### config.mk
export PLATFORM = sky130hd
export DESIGN_NAME = shift_seq
export DESIGN_NICKNAME = d
export VERILOG_FILES = /design/src/rtl/shift_seq_pkg.sv /design/src/rtl/shift_seq.sv
export SDC_FILE = /design/constraint.sdc
export NUM_CORES = 1
export LEC_CHECK = 0
export ABC_AREA = 1
export CORE_MARGIN = 1.5
export CORE_UTILIZATION = 60
export DETAILED_ROUTE_END_ITERATION = 8
export DONT_BUFFER_PORTS = 1
export PLACE_DENSITY_LB_ADDON = 0.05
export SKIP_CTS_REPAIR_TIMING = 1
export SYNTH_ARGS = -nofsm -noshare
export SYNTH_HDL_FRONTEND = slang
export SYNTH_SLANG_ARGS = --single-unit
### constraint.sdc
create_clock -name clk -period 1.6 [get_ports clk]
set_input_delay 0.32 -clock clk [delete_from_list [all_inputs] [get_ports clk]]
set_output_delay 0.32 -clock clk [all_outputs]
set_load 0.05 [all_outputs]
### src/rtl/shift_seq_pkg.sv
// Shared definitions for the multi-pass shift sequencer.
// State encoding and the shifter geometry it is built around.
package shift_seq_pkg;

    localparam int unsigned WIDTH    = 8;
    localparam int unsigned SHAMT_W  = 3;
    localparam int unsigned MAX_STEP = 2**SHAMT_W - 1;

    typedef enum logic [1:0] {
        StIdle = 2'd0,
        StPass = 2'd1,
        StDone = 2'd2
    } state_e;

endpackage

### src/rtl/shift_seq.sv
// Sequencer that splits a 0..31 shift into passes of at most MAX_STEP bits,
// feeding each shifter result back until the full amount has been applied.
module shift_seq #(
    parameter int unsigned WIDTH   = shift_seq_pkg::WIDTH,
    parameter int unsigned SHAMT_W = shift_seq_pkg::SHAMT_W,
    parameter int unsigned AMT_W   = 5
) (
    input  logic               clk,
    input  logic               rst_n,
    input  logic               in_valid,
    output logic               in_ready,
    input  logic [WIDTH-1:0]   in_din,
    input  logic [AMT_W-1:0]   in_amt,
    input  logic               in_lr,
    input  logic               in_al,
    output logic [WIDTH-1:0]   sh_din,
    output logic [SHAMT_W-1:0] sh_shamt,
    output logic               sh_lr,
    output logic               sh_al,
    input  logic [WIDTH-1:0]   sh_dout,
    output logic               out_valid,
    input  logic               out_ready,
    output logic [WIDTH-1:0]   out_data,
    output logic [2:0]         pass_cnt,
    output logic               busy
);

    import shift_seq_pkg::*;

    localparam logic [AMT_W-1:0] STEP_MAX = AMT_W'(2**SHAMT_W - 1);

    state_e             state_q;
    logic [WIDTH-1:0]   work_q;
    logic [AMT_W-1:0]   rem_q;
    logic               lr_q;
    logic               al_q;
    logic [2:0]         pass_cnt_q;
    logic [SHAMT_W-1:0] step;
    logic               last_pass;

    // rem is zero outside PASS, so the step is naturally 0 in IDLE/DONE.
    assign last_pass = (rem_q <= STEP_MAX);
    assign step      = last_pass ? rem_q[SHAMT_W-1:0] : SHAMT_W'(STEP_MAX);

    always_ff @(posedge clk or negedge rst_n) begin
        if (!rst_n) begin
            state_q    <= StIdle;
            work_q     <= '0;
            rem_q      <= '0;
            lr_q       <= 1'b0;
            al_q       <= 1'b0;
            pass_cnt_q <= '0;
        end else begin
            unique case (state_q)
                StIdle: begin
                    if (in_valid) begin
                        work_q     <= in_din;
                        rem_q      <= in_amt;
                        lr_q       <= in_lr;
                        al_q       <= in_al;
                        pass_cnt_q <= '0;
                        state_q    <= StPass;
                    end
                end
                StPass: begin
                    work_q     <= sh_dout;
                    rem_q      <= rem_q - AMT_W'(step);
                    pass_cnt_q <= pass_cnt_q + 3'd1;
                    if (last_pass) begin
                        state_q <= StDone;
                    end
                end
                StDone: begin
                    if (out_ready) begin
                        state_q <= StIdle;
                    end
                end
                default: state_q <= StIdle;
            endcase
        end
    end

    assign in_ready  = (state_q == StIdle);
    assign busy      = (state_q != StIdle);
    assign out_valid = (state_q == StDone);
    assign sh_din    = work_q;
    assign sh_shamt  = step;
    assign sh_lr     = lr_q;
    assign sh_al     = al_q;
    assign out_data  = work_q;
    assign pass_cnt  = pass_cnt_q;

endmodule

==> results.cfg, run 1 <==
[clock_network]
cts_tree = done
cts-htree-levels = 1
clock_latency_ps = 310
cts_buffer_depth = 2
root_buffer = clkbuf_4
path_clk_slew_ps = 120
cts-buffers-inserted = 3
clock_sinks = 20

[layout]
n_fill_cell = 146
diodes = 0
drive_gt1_frac = 0.247
final_util = 0.733
layout-area-overhead-vs-synth_pct = 15.8
fin_nets = 180

[synthesis]
syn_avg_cell_area_um2 = 8.03
synthTopCellsByArea = dfrtp_1 46%, nand2_1 16%, buf_4 6.2%
syn_area_um2 = 1090
synth_top_area_share = 0.458
synth_largest_area_cell = dfrtp_1
yosysSeqAreaShare = 0.458
yosysUniqueCellTypes = 23
ys_seq_elements = 20
yosys_warnings = 0
synthesis.nets = 165
netlist_instances = 136

[grt]
grt_max_degree = 22
top_usage_layer = met2
globalRouteMet3Util = 0.0516
globalRouteOverflowTotal = 0
grtUsageMet1 = 0.305
grt_util_met2 = 0.330
grt_pass1_wl_um = 3270
track_usage = 0.219
antenna_found_initial = 0
grt_pass1_vias = 789

[die]
die_w_um = 45.7
dieArea_um2 = 2090
chipHeight_um = 45.7
fp.coreArea_um2 = 1730
start_util = 0.633
ios = 54
row_count = 15

[detailed_routing]
num_vias = 940
drt_iter0_drc = 4
routed_wl_um = 2290
ant_nets = 0
dr.pass1.iters = 2
post_drt_via_cell_ratio = 5.37
wire_per_inst_um = 13.1
drc_errors = 0

[worst_setup_path]
setup.worst_path.start_class = register
critical_path_class = reg -> out
worstPathMaxFanout = 4
cp_data_arrival_time_ps = 1270
cp-end-kind = primary output
critPathRequiredTime_ps = 1280

[sta]
hold_violations = 0
period_share = 0.991
worst_slew_pin_slew_ps = 905
layout_min_cycle_time_ps = 1590
finalSetupViolations = 0
final_max_slew_viol_count = 0
skew_ps = 4.75
timing.fmax_ghz = 0.631
max_slew_margin = 0.394

[run_status]
outcome = finished, final reports clean

[placed_design]
gp_congestion = 0.730
portBuffers = 0
dp_hpwl_um = 1650

[run]
cap_violations = 0

[min_path]
hold_path.class = in -> reg
## state kept, by name, summed over array words and instances (netlist names)
name,flops
pass_cnt,3
sh_lr,1
state_q,2
sh_al,1
rem_q,5
out_data,8
## synth_stat cells
master and count:
nand2_1 47, dfrtp_1 20, nand3_1 11, buf_4 9
o21a_1 8, o21ai_1 8, inv_1 7, inv_2 6
nor2_1 4, buf_6 2, ha_1 2, a21oi_1 1
a22o_1 1, buf_2 1, clkinv_1 1, nor2_2 1
nor2_4 1, o211ai_1 1, o21ai_0 1, o21ai_2 1
o22ai_1 1, o31ai_1 1, or2_1 1
## layout make-up
cell class | count | area [µm²] | area share
tap | 25 | 31.3 | 0.0247
sequential | 20 | 500 | 0.396
timing repair buffer | 22 | 183 | 0.144
inverter | 14 | 52.6 | 0.0415
multi-input combinational | 90 | 462 | 0.365
clock buffer | 4 | 36.3 | 0.0287
## worst paths after layout
| check | to | startpoint | depth (start not counted) | slack [ps] |
|---|---|---|---|---|
| min in group asynchronous | out_data[0] | rst_n | 1 | 580 |
| max reg2reg | rem_q[1] | rem_q[3] | 9 | 90 |
| min | state_q[1] | out_ready | 1 | 110 |
| min reg2reg | out_data[0] | out_data[0] | 1 | 510 |
| max | sh_shamt[0] | rem_q[3] | 6 | 10 |
| max in group asynchronous | pass_cnt[2] | rst_n | 1 | 470 |
## critical path: stages (launching register included)
cell	delay [ps]
dfrtp_1	410
inv_2	110
nand2_4	60
inv_2	60
buf_6	110
nand2_1	60
buf_6	150
## placed cells by master (no fill, tap or decap), drive strengths merged
| cell type | netlist | layout |
|---|---|---|
| a21oi | 1 | 1 |
| a22o | 1 | 1 |
| buf | 12 | 21 |
| clkbuf | 0 | 4 |
| clkinv | 1 | 1 |
| dfrtp | 20 | 20 |
| dlygate4sd3 | 0 | 1 |
| ha | 2 | 2 |
| inv | 13 | 13 |
| nand2 | 47 | 47 |
| nand3 | 11 | 11 |
| nor2 | 6 | 6 |
| o211ai | 1 | 1 |
| o21a | 8 | 8 |
| o21ai | 10 | 10 |
| o22ai | 1 | 1 |
| o31ai | 1 | 1 |
| or2 | 1 | 1 |
## metal layers
| metal | routed length (µm) | vias to the layer above | share of wire |
|---|---|---|---|
| li1 | - | 455 | - |
| met4 | 59 | 0 | 0.026 |
| met5 | 0 | - | 0 |
| met3 | 132 | 9 | 0.058 |
| met2 | 1080 | 31 | 0.47 |
| met1 | 1010 | 445 | 0.44 |
## cells by family after synthesis
family / count (synthesis) / share of synthesized area
compound gates: 23 / 0.136
flops: 20 / 0.458
buf+inv: 26 / 0.135
simple gates: 65 / 0.247
fa+ha+maj: 2 / 0.0229
## per-stage QoR
step / hold slack [ps] / TNS [ps] / instances / setup WS [ps] / area (µm²)
finish: 107 / 0 / 175 / 14.5 / 1260
global route: 89.7 / -28.5 / 175 / -16.3 / 1260
CTS: -313 / -162 / 172 / -59.5 / 1210
detailed placement: 24.9 / 0 / 168 / 69.7 / 1180
global placement: 24.8 / 0 / 168 / 149 / 1180
floorplan: 24.4 / 0 / 136 / 114 / 1100
Power of run 1 is left out: the tool's default activity adds up to more than one toggle a clock period on the data nets, which glitch-free logic cannot reach.
==> inputs of run 2 (changes only) <==
--- a/config.mk
+++ b/config.mk
@@ -5,9 +5,8 @@
 export SDC_FILE = /design/constraint.sdc
 export NUM_CORES = 1
 export LEC_CHECK = 0
-export ABC_AREA = 1
 export CORE_MARGIN = 1.5
-export CORE_UTILIZATION = 60
+export CORE_UTILIZATION = 61
 export DETAILED_ROUTE_END_ITERATION = 8
 export DONT_BUFFER_PORTS = 1
 export PLACE_DENSITY_LB_ADDON = 0.05
==> results.cfg, run 2 <==
[synthesis]
syn_area_um2 = 1120
synth_top_cells_by_count = 20 x dfrtp_1, 12 x nor2_1, 11 x mux2i_1
synth_most_common_cell = dfrtp_1
yosysUniqueCellTypes = 30
ys_seq_elements = 20
synth_ff_type = dfrtp_1
synthesis.nets = 141
synth_edf_count = 0
yosys_warnings = 0
syn_avg_cell_area_um2 = 10.0
synth_top_area_share = 0.446
synth_largest_area_cell = dfrtp_1
yosysSeqAreaShare = 0.446
synthArstFlopShare = 1.00
synthTopCellsByArea = dfrtp_1 45%, mux2i_1 9.8%, buf_4 5.4%
netlist_instances = 112

[clock_network]
cts_buffer_depth = 2
cts-buffers-inserted = 3
path_clk_slew_ps = 110
clock_sinks = 20
cts-htree-levels = 1
root_buffer = clkbuf_4
cts_tree = done
clock_latency_ps = 300

[sta]
worst_slew_pin_slew_ps = 893
layout_min_cycle_time_ps = 1590
timing.fmax_ghz = 0.629
max_slew_margin = 0.403
final_max_slew_viol_count = 0
finalSetupViolations = 0
skew_ps = 4.57
rsz0062_at_grt = true
fin_ws_ps = 9.54
hold_violations = 0
period_share = 0.994
finalSetupTns_ps = 0

[worst_setup_path]
cp_data_arrival_time_ps = 1270
critical_path_class = reg -> out
setup.worst_path.start_class = register
critPathRequiredTime_ps = 1280
cp-end-kind = primary output
worstPathMaxFanout = 5

[grt]
grt_pass1_wl_um = 3020
globalRouteOverflowTotal = 0
antenna_found_initial = 0
grt_pass1_vias = 728
track_usage = 0.199
grt_max_degree = 21

[placed_design]
dp_hpwl_um = 1450
gp_congestion = 0.904
portBuffers = 0
dp.cells = 134
post-place-ws_ps = 35.8

[layout]
diodes = 0
regArea_um2 = 512
fin_cells = 142
largest_reg_flops = 8
n_fill_cell = 136
drive_gt1_frac = 0.342
multi_input_area_um2 = 528
layout-area-overhead-vs-synth_pct = 11.7
fin_nets = 147
final_cell_mix = 13 x buf_4, 11 x nor2_1, 11 x mux2i_1, 11 x dfrtp_1, 10 x a21oi_1
mostFrequentLayoutCell = buf_4

[die]
ios = 54
row_count = 15
chipHeight_um = 45.9
fp.coreArea_um2 = 1730
die_w_um = 45.9
dieArea_um2 = 2100
start_util = 0.649

[min_path]
hold_path.class = in -> reg

[detailed_routing]
dr.pass1.iters = 4
post_drt_via_cell_ratio = 5.57
drt_iter0_drc = 4
wire_per_inst_um = 13.8
routed_wl_um = 1950
num_vias = 791
ant_nets = 0
drc_errors = 0

[run_status]
outcome = finished, final reports clean

[run]
cap_violations = 0
run 2: worst max-delay path: stages (launching register included):
cell and delay, ps:
dfrtp_1 420, buf_6 130, or3_4 420
run 2: final cells by class:
| type | count | area share |
|---|---|---|
| multi-input combinational | 73 | 0.422 |
| sequential | 20 | 0.409 |
| timing repair buffer | 16 | 0.104 |
| clock buffer | 4 | 0.0290 |
| tap | 25 | 0.0250 |
| inverter | 4 | 0.0120 |
run 2: path summary, 6_finish.rpt:
path,startpoint,end,slack [ps],cells after the start
worst max-delay path,rem_q[4],sh_shamt[0],10,2
worst min-delay path,sh_dout[4],out_data[4],160,2
worst max register to register,rem_q[3],rem_q[4],110,5
worst min register to register,rem_q[0],rem_q[0],550,2
max in group asynchronous,rst_n,out_data[1],410,1
min in group asynchronous,rst_n,rem_q[2],580,1
run 2: cells by family after synthesis:
group                      count (synthesis)  share of synthesized area
adders and majority gates                  2                     0.0223
AOI/OAI and AO/OA                         23                      0.126
muxes                                     14                      0.128
and+or+nand+nor                           33                      0.157
xor gates and xnor gates                   1                    0.00781
DFF                                       20                      0.446
buffers and inverters                     19                      0.112
run 2: metal layers:
layer  global-route usage  vias up  routed length [µm]  share of wire
met5                    0        -                   0              0
met4               0.0686        0                  15         0.0077
met3               0.0357        2                 109          0.056
met2                0.314       28                 932           0.48
met1                0.274      372                 895           0.46
li1                     -      389                   -              -
run 2: per-stage QoR:
step / cell area (µm²) / hold slack [ps] / util
finish: 1250 / 163 / 0.725
floorplan: 1130 / 24.4 / -
CTS: 1180 / -308 / 0.681
global route: 1250 / 142 / 0.725
global placement: 1140 / 24.8 / 0.660
detailed placement: 1140 / 24.8 / 0.660
Power of run 2 is left out for the same reason.
==> inputs of run 3 (changes only) <==
--- a/config.mk
+++ b/config.mk
@@ -9,7 +9,7 @@
 export CORE_UTILIZATION = 61
 export DETAILED_ROUTE_END_ITERATION = 8
 export DONT_BUFFER_PORTS = 1
-export PLACE_DENSITY_LB_ADDON = 0.05
+export PLACE_DENSITY = 0.87
 export SKIP_CTS_REPAIR_TIMING = 1
 export SYNTH_ARGS = -nofsm -noshare
 export SYNTH_HDL_FRONTEND = slang
==> results.cfg, run 3 (same netlist as run 2, synthesis figures left out) <==
[clock_network]
root_buffer = clkbuf_4
clock_latency_ps = 300
cts_buffer_depth = 2
cts-buffers-inserted = 3
path_clk_slew_ps = 130
cts_tree = done
clock_sinks = 20
cts-htree-levels = 1

[detailed_routing]
drt_iter0_drc = 3
num_vias = 847
wire_per_inst_um = 15.6
dr.pass1.iters = 4
post_drt_via_cell_ratio = 5.76
drc_errors = 0
routed_wl_um = 2300
ant_nets = 0

[layout]
fin_nets = 152
diodes = 0
fin_area_um2 = 1310
final_util = 0.757
largest_reg_flops = 8
layout-area-overhead-vs-synth_pct = 16.5
drive_gt1_frac = 0.377
mostFrequentLayoutCell = buf_4
final_cell_mix = 18 x buf_4, 11 x nor2_1, 11 x mux2i_1

[sta]
finalSetupTns_ps = -117
max_slew_margin = 0.391
hold_violations = 0
finalSetupViolations = 3
worst_slew_pin_slew_ps = 911
rsz0062_at_grt = true
final_max_slew_viol_count = 0
fin_ws_ps = -78.2
period_share = 1.05
skew_ps = 12.1
timing.fmax_ghz = 0.596
layout_min_cycle_time_ps = 1680

[worst_setup_path]
cp-end-kind = primary output
r2r_start = rem_q[3]
worstPathMaxFanout = 6
setup.worst_path.start_class = register
critPathRequiredTime_ps = 1280
r2r_end = rem_q[2]
cp_data_arrival_time_ps = 1360
worst-r2r-setup-slack_ps = 30
rr_worst_depth = 6
critical_path_class = reg -> out

[die]
ios = 54
fp.coreArea_um2 = 1730
die_w_um = 45.9
row_count = 15
start_util = 0.649
dieArea_um2 = 2100
chipHeight_um = 45.9

[min_path]
hold_path.class = in -> reg
worstHoldStart = sh_dout[2]
min_delay_path_depth = 2
hold-path-endpoint = out_data[2]

[placed_design]
portBuffers = 0
dp_hpwl_um = 1530
place_area_um2 = 1150
gp_congestion = 0.817

[grt]
track_usage = 0.201
globalRouteOverflowTotal = 0
grt_max_degree = 23
antenna_found_initial = 0
grt_pass1_vias = 699
grt_pass1_wl_um = 3020

[run]
cap_violations = 0

[run_status]
outcome = finished with violations
failed_checks = setup timing
-- run 3: critical path, stage by stage (launching register included) --
cell     delay [ps]
dfrtp_2         470
buf_6           140
or3_4           460
-- run 3: through the flow --
stage	setup slack (ps)	cells	hold WS [ps]
finish	-78.2	147	160
global route	-120	147	148
CTS	-233	139	-310
detailed placement	-7.88	135	24.8
global placement	130	135	24.9
floorplan	20.3	112	24.4
-- run 3: final cells by class --
cell class              count  area [µm²]
repair buffers             21         168
fillers                   136         420
well taps                  25        31.3
flip-flops and latches     20         513
clock buffers               3        22.5
clock inverters             1        30.0
inverters                   4        18.8
multi-input cells          73         523
-- run 3: metal layers --
layer | global-route usage | share of wire | up-vias
li1 | - | - | 398
met1 | 0.245 | 0.42 | 414
met2 | 0.356 | 0.52 | 33
met3 | 0.0437 | 0.052 | 2
met4 | 0.0514 | 0.0074 | 0
met5 | 0 | 0 | -
-- run 3: worst max path at each step --
stage                    start     endpoint  slack [ps]
floorplan           state_q[1]    out_valid          20
finish                rem_q[3]  sh_shamt[0]         -80
detailed placement    rem_q[3]     rem_q[4]          -8
global placement      rem_q[3]  sh_shamt[0]         130
global route          rem_q[3]  sh_shamt[0]        -120
CTS                   rem_q[3]  sh_shamt[0]        -230
Power of run 3 is left out for the same reason.
